### src/rtl/fft_pkg.sv
`default_nettype none
// ============================================================================
// Module      : fft_pkg
// Description : Shared constants and helpers for the radix-5 FFT datapath.
//               Lane packing: lane j of a LANES*DW bus sits at [j*DW +: DW].
// Revision    : 1.0 - initial release
// ============================================================================
package fft_pkg;

    // Default width of one real or imaginary component
    localparam int c_DW_DEFAULT = 32;

    // Width of one complex sample (real + imaginary)
    function automatic int cplx_width(input int dw);
        return 2 * dw;
    endfunction

    // Least-significant bit position of lane j on a packed component bus
    function automatic int lane_lsb(input int lane, input int dw);
        return lane * dw;
    endfunction

endpackage
`default_nettype wire

### src/rtl/fft_pipe_stage.sv
`default_nettype none
// ============================================================================
// Module      : fft_pipe_stage
// Description : One register stage of the elastic FFT pipeline buffer.
//               Holds valid, the packed complex sample and the frame-last tag.
// Revision    : 1.0 - initial release
// ============================================================================
module fft_pipe_stage
    import fft_pkg::*;
#(
    parameter int DW    = c_DW_DEFAULT,
    parameter int LANES = 3
) (
    input  logic                  clk,
    input  logic                  rst_n,
    input  logic                  i_flush,
    input  logic                  i_load,
    input  logic                  i_valid,
    input  logic [LANES*DW-1:0]   i_re,
    input  logic [LANES*DW-1:0]   i_img,
    input  logic                  i_last,
    output logic                  o_valid,
    output logic [LANES*DW-1:0]   o_re,
    output logic [LANES*DW-1:0]   o_img,
    output logic                  o_last
);

    localparam int c_LW = LANES * DW;
    localparam int c_SW = LANES * cplx_width(DW);

    logic              r_valid;
    logic [c_SW-1:0]   r_sample;
    logic              r_last;

    // Stage register: reset clears everything, flush only drops valid,
    // payload is captured only when a valid sample arrives
    always_ff @(posedge clk) begin
        if (!rst_n) begin
            r_valid  <= 1'b0;
            r_sample <= '0;
            r_last   <= 1'b0;
        end else if (i_flush) begin
            r_valid  <= 1'b0;
        end else if (i_load) begin
            r_valid <= i_valid;
            if (i_valid) begin
                r_sample <= {i_re, i_img};
                r_last   <= i_last;
            end
        end
    end

    assign o_valid = r_valid;
    assign o_re    = r_sample[c_SW-1 -: c_LW];
    assign o_img   = r_sample[c_LW-1:0];
    assign o_last  = r_last;

endmodule
`default_nettype wire

### src/rtl/fft_pipe_buf.sv
`default_nettype none
// ============================================================================
// Module      : fft_pipe_buf
// Description : Elastic valid/ready pipeline buffer of DEPTH stages carrying
//               LANES complex samples, with bubble collapse, frame-last tag,
//               synchronous flush and registered occupancy.
// Revision    : 1.0 - initial release
// ============================================================================
module fft_pipe_buf
    import fft_pkg::*;
#(
    parameter int DW    = c_DW_DEFAULT,
    parameter int LANES = 3,
    parameter int DEPTH = 1
) (
    input  logic                           clk,
    input  logic                           rst_n,
    input  logic                           flush,
    input  logic                           in_valid,
    output logic                           in_ready,
    input  logic [LANES*DW-1:0]            in_re,
    input  logic [LANES*DW-1:0]            in_img,
    input  logic                           in_last,
    output logic                           out_valid,
    input  logic                           out_ready,
    output logic [LANES*DW-1:0]            out_re,
    output logic [LANES*DW-1:0]            out_img,
    output logic                           out_last,
    output logic [$clog2(DEPTH+1)-1:0]     occupancy
);

    localparam int c_LW = LANES * DW;
    localparam int c_OW = $clog2(DEPTH + 1);

    // Ready chain: w_rdy[s] says stage s may load this cycle.
    // Kept as an unpacked array so each element is an independent net.
    logic              w_rdy  [DEPTH+1];
    logic              w_v    [DEPTH];
    logic [c_LW-1:0]   w_re   [DEPTH];
    logic [c_LW-1:0]   w_img  [DEPTH];
    logic              w_last [DEPTH];

    logic              w_accept;
    logic              w_deliver;
    logic [c_OW-1:0]   r_occ;
    logic [c_OW-1:0]   w_occ_next;

    assign w_rdy[DEPTH] = out_ready;

    generate
        for (genvar s = 0; s < DEPTH; s++) begin : g_stage
            logic              w_src_v;
            logic [c_LW-1:0]   w_src_re;
            logic [c_LW-1:0]   w_src_img;
            logic              w_src_last;

            if (s == 0) begin : g_from_input
                assign w_src_v    = in_valid;
                assign w_src_re   = in_re;
                assign w_src_img  = in_img;
                assign w_src_last = in_last;
            end else begin : g_from_prev
                assign w_src_v    = w_v[s-1];
                assign w_src_re   = w_re[s-1];
                assign w_src_img  = w_img[s-1];
                assign w_src_last = w_last[s-1];
            end

            // An empty stage always loads, so bubbles collapse under stall
            assign w_rdy[s] = !w_v[s] || w_rdy[s+1];

            fft_pipe_stage #(
                .DW    (DW),
                .LANES (LANES)
            ) u_stage (
                .clk     (clk),
                .rst_n   (rst_n),
                .i_flush (flush),
                .i_load  (w_rdy[s]),
                .i_valid (w_src_v),
                .i_re    (w_src_re),
                .i_img   (w_src_img),
                .i_last  (w_src_last),
                .o_valid (w_v[s]),
                .o_re    (w_re[s]),
                .o_img   (w_img[s]),
                .o_last  (w_last[s])
            );
        end
    endgenerate

    assign in_ready  = w_rdy[0] && !flush;
    assign w_accept  = in_valid && in_ready;
    assign w_deliver = w_v[DEPTH-1] && out_ready;

    // Next occupancy: every move inside the chain conserves the count, so only
    // input accepts and output deliveries change it; flush empties the buffer
    always_comb begin
        w_occ_next = r_occ;
        if (flush) begin
            w_occ_next = '0;
        end else if (w_accept && !w_deliver) begin
            w_occ_next = r_occ + c_OW'(1);
        end else if (!w_accept && w_deliver) begin
            w_occ_next = r_occ - c_OW'(1);
        end
    end

    // Occupancy register, updated on the same edge as the stage valids
    always_ff @(posedge clk) begin
        if (!rst_n) begin
            r_occ <= '0;
        end else begin
            r_occ <= w_occ_next;
        end
    end

    assign out_valid = w_v[DEPTH-1];
    assign out_re    = w_re[DEPTH-1];
    assign out_img   = w_img[DEPTH-1];
    assign out_last  = w_last[DEPTH-1];
    assign occupancy = r_occ;

endmodule
`default_nettype wire

### config.mk
export PLATFORM = sky130hd
export DESIGN_NAME = fft_pipe_buf
export DESIGN_NICKNAME = d
export VERILOG_FILES = /design/src/rtl/fft_pkg.sv /design/src/rtl/fft_pipe_stage.sv /design/src/rtl/fft_pipe_buf.sv
export SDC_FILE = /design/constraint.sdc
export NUM_CORES = 1
export LEC_CHECK = 0
export ABC_AREA = 1
export CAP_MARGIN = 20
export CORE_AREA = 2 2 151 153
export DETAILED_ROUTE_END_ITERATION = 10
export DIE_AREA = 0 0 153 155
export PLACE_DENSITY = 0.73
export SLEW_MARGIN = 0
export SYNTH_ARGS = -nofsm -noshare
export SYNTH_HDL_FRONTEND = slang
export SYNTH_HIERARCHICAL = 1
export SYNTH_SLANG_ARGS = --single-unit
### constraint.sdc
create_clock -name clk -period 1.4 [get_ports clk]
set_input_delay 0.14 -clock clk [delete_from_list [all_inputs] [get_ports clk]]
set_output_delay 0.14 -clock clk [all_outputs]
set_load 0.02 [all_outputs]
==> Implementation_results.wiki <==
{| class="wikitable"
! Metric !! Value
|-
| Result of the run || finished clean
|-
| Cts bufs inserted || 17
|-
| Wire length of the first global-routing pass || 37500 um
|-
| Power per cell area || 1070 nW/um^2
|-
| Portion of the post-synthesis area used by sequential elements || 49.0%
|-
| Sink Count || 195
|-
| DR iter-0 viols || 334
|-
| Setup TNS after final layout || 0 ns
|-
| Post-route worst hold slack || 0.0727 ns
|-
| Cells taking the most area after synthesis || sky130_fd_sc_hd__dfxtp_1 (49%), sky130_fd_sc_hd__nand2_1 (18%), sky130_fd_sc_hd__nor2_1 (18%)
|-
| Post-CTS Hold Buffers || 0
|-
| Final #Nets || 1836
|-
| WP data arrival || 1.15 ns
|-
| Slack of the critical path || 0.107 ns
|-
| Initial antenna violation count || 0
|-
| Worst min path class || in -> reg
|-
| CP max stage delay || 0.41 ns
|-
| Number of distinct standard cells referenced by the synthesized netlist || 13
|-
| Synth Warn # || 6
|-
| Top-Level Pins || 394
|-
| Setup Viol. Count Final || 0
|-
| Router iterations before antenna repair || 5
|-
| Vias per inst || 4.17
|-
| Clk Latency, worst-skew pair || 0.42 ns
|-
| Dpl hpwl || 17400 um
|-
| Post-route standard cell area excluding fillers || 12800 sq um
|-
| Gate count after technology mapping || 1248
|-
| Startpoint type of the worst setup path || register
|-
| Pin slew with the least headroom to its limit || 0.318 ns
|-
| Worst-path clk slew || 0.08 ns
|-
| Maximum buffer depth of the clock tree || 2
|-
| Post-Place Cells || 1903
|-
| Final Total Pwr || 13.7 mW
|-
| Endpoint type of the worst setup path || output pin
|-
| Die area || 23700 sq um
|-
| Share of the core filled with cells || 57.5%
|-
| DR DRC count || 0
|-
| Site row count || 55
|-
| Number of levels the H-tree was split into || 4
|-
| Crit share post-route || 92.4%
|-
| Library cell with the largest summed area after synthesis || sky130_fd_sc_hd__dfxtp_1
|-
| Critical Path Fanout Max || 2
|-
| CTS tree || done
|-
| Crit Reg-Reg Startpoint || g_stage[0].u_stage/o_valid$_SDFFE_PP0P_
|-
| Tot GR Track Use || 19.4%
|-
| Number of nets produced by synthesis || 1446
|-
| Die Height || 155 um
|-
| Layout cell share with drive strength beyond 1 || 5.15%
|-
| CTS root buf || sky130_fd_sc_hd__clkbuf_16
|-
| Most frequent cells in the layout || sky130_fd_sc_hd__nand2_1 (391), sky130_fd_sc_hd__nor2_1 (388), sky130_fd_sc_hd__inv_1 (199)
|-
| Cells along the critical path || dlygate4sd2_1
|-
| Worst IR drop on VDD || 660 uV
|-
| Launch point of the critical path || g_stage[0].u_stage/r_sample[190]$_SDFFE_PN0P_
|-
| Critical R2R Capture || g_stage[0].u_stage/r_sample[92]$_SDFFE_PN0P_
|-
| Vias after detailed routing || 8070
|-
| Largest net degree at the start of global routing || 54
|-
| Fmax || 773 MHz
|-
| Average instance area after synthesis || 6.38 sq um
|-
| Max-slew violations || 0
|-
| Minimum clock period after layout || 1.29 ns
|-
| Hold violation total from the final report || 0
|-
| Antenna fix cells || 0
|-
| Critical path buffer and inverter count || 1
|-
| Via count of the first global-routing pass || 7702
|-
| Depth of the worst register-to-register path || 7
|-
| Finished Layout Cells || 1936
|-
| Netlist Area Pre-Place || 7970 sq um
|-
| Routability congestion estimate || 0.787
|-
| Area overhead of the layout relative to synthesis || 60.3%
|-
| Die W || 153 um
|-
| Critical path depth || 1
|-
| Placed instance area || 12400 sq um
|-
| Number of buffers inserted by post-CTS setup repair || 0
|-
| Flop and latch count out of synthesis || 195
|-
| Proportion of netlist area held by the largest area contributor || 49.0%
|-
| Total Wirelength || 23600 um
|-
| Slew margin rel. || 78.9%
|-
| Total congestion overflow after global routing || 0
|-
| Worst Setup Slack post-DPL || -0.241 ns
|-
| Type of the worst setup path || reg -> out
|-
| Unrepaired setup endpoints after global routing || false
|-
| Maximum capacitance violations || 0
|-
| Post-route clock skew || 0.00873 ns
|-
| Worst R2R Setup Slack || 0.13 ns
|-
| Leakage component of the power || 7.13 nW
|-
| Most frequent standard cell in the layout excluding fill and tap cells || sky130_fd_sc_hd__nand2_1
|-
| Endpoint required time on the critical path || 1.26 ns
|-
| Post-detailed-route wirelength per cell || 12.2 um
|-
| Last element of the critical path || out_re[94]
|-
| Max stage delay cell, worst path || sky130_fd_sc_hd__dlygate4sd2_1
|-
| PortBufs || 393
|-
| Starting density of the core || 35.8%
|-
| Fillers || 2119
|-
| Residual antenna-violating net count after detailed routing || 0
|-
| Core region area || 22200 sq um
|-
| Largest delay contributor family on the critical path || buffers and inverters
|}
## report_power, final
| part | internal, mW | switching [mW] |
|---|---|---|
| sequential | 5.93 | 0.178 |
| combinational | 1.30 | 1.50 |
| clock | 2.45 | 2.36 |
| total | 9.69 | 4.04 |
## worst min path at each step
stage | startpoint | endpoint | slack [ns] | cells past startpoint
floorplan | in_img[0] | g_stage[0].u_stage/r_sample[0]$_SDFFE_PN0P_ | 0.27 | 2
global placement | g_stage[0].u_stage/r_sample[86]$_SDFFE_PN0P_ | g_stage[0].u_stage/r_sample[86]$_SDFFE_PN0P_ | 0.50 | 4
detailed placement | g_stage[0].u_stage/r_sample[98]$_SDFFE_PN0P_ | g_stage[0].u_stage/r_sample[98]$_SDFFE_PN0P_ | 0.50 | 4
CTS | rst_n | g_stage[0].u_stage/o_valid$_SDFFE_PP0P_ | 0.05 | 3
global route | rst_n | g_stage[0].u_stage/r_sample[10]$_SDFFE_PN0P_ | 0.05 | 3
finish | rst_n | g_stage[0].u_stage/o_valid$_SDFFE_PP0P_ | 0.07 | 3
## worst register-to-register path, stage by stage, from the launching register on
cell                      delay [ns]
sky130_fd_sc_hd__dfxtp_2        0.38
sky130_fd_sc_hd__nand2_2        0.10
sky130_fd_sc_hd__nand3_4        0.12
sky130_fd_sc_hd__buf_12         0.20
sky130_fd_sc_hd__buf_12         0.21
sky130_fd_sc_hd__nand2_1        0.06
sky130_fd_sc_hd__nand2_1        0.05
sky130_fd_sc_hd__nor2_1         0.04
## routing by layer
metal  vias to the layer above  share of wire, %  global-route usage (%)
met5                         -                 0                       0
met4                         0               2.7                    7.41
met3                        41                10                    8.52
met2                       292                46                    32.9
met1                      3436                41                    21.5
li1                       4301                 -                       -
## logic make-up after synthesis
family                 after synthesis  share of synthesized area [%]
flip-flops                         195                           49.0
AND/OR/NAND/NOR                    785                           37.3
AO/OA/AOI/OAI                        3                          0.188
buffers and inverters              265                           13.5
## cell usage after synthesis
cell type and count:
sky130_fd_sc_hd__buf_2 51, sky130_fd_sc_hd__nand2_2 2, sky130_fd_sc_hd__buf_4 5, sky130_fd_sc_hd__nand3_2 3, sky130_fd_sc_hd__inv_2 1, sky130_fd_sc_hd__dfxtp_1 195, sky130_fd_sc_hd__clkbuf_1 7, sky130_fd_sc_hd__inv_1 199
sky130_fd_sc_hd__nand2_1 392, sky130_fd_sc_hd__clkinv_1 1, sky130_fd_sc_hd__nor2_1 388, sky130_fd_sc_hd__a21oi_1 3, sky130_fd_sc_hd__buf_1 1
## what timing repair did
action,in CTS,in global routing
gates resized for setup,200,11
setup endpoints to repair,210,19
cloned,0,1
## sequential cells by signal, indices dropped and copies added, names as in the netlist
signal,cells
g_stage.u_stage/r_sample,192
g_stage.u_stage/o_last,1
g_stage.u_stage/o_valid,1
occupancy,1
## layout make-up
| class | instances | area [sq um] | share of cell area (%) |
|---|---|---|---|
| Inverter | 201 | 754 | 5.91 |
| Timing Repair Buffer | 435 | 4190 | 32.8 |
| Clock buffer | 20 | 457 | 3.58 |
| Clock inverter | 12 | 114 | 0.892 |
| Sequential cell | 195 | 3910 | 30.6 |
| Tap cell | 285 | 357 | 2.79 |
| Multi-Input combinational cell | 788 | 3000 | 23.5 |
(Power assumes the default switching activity.)
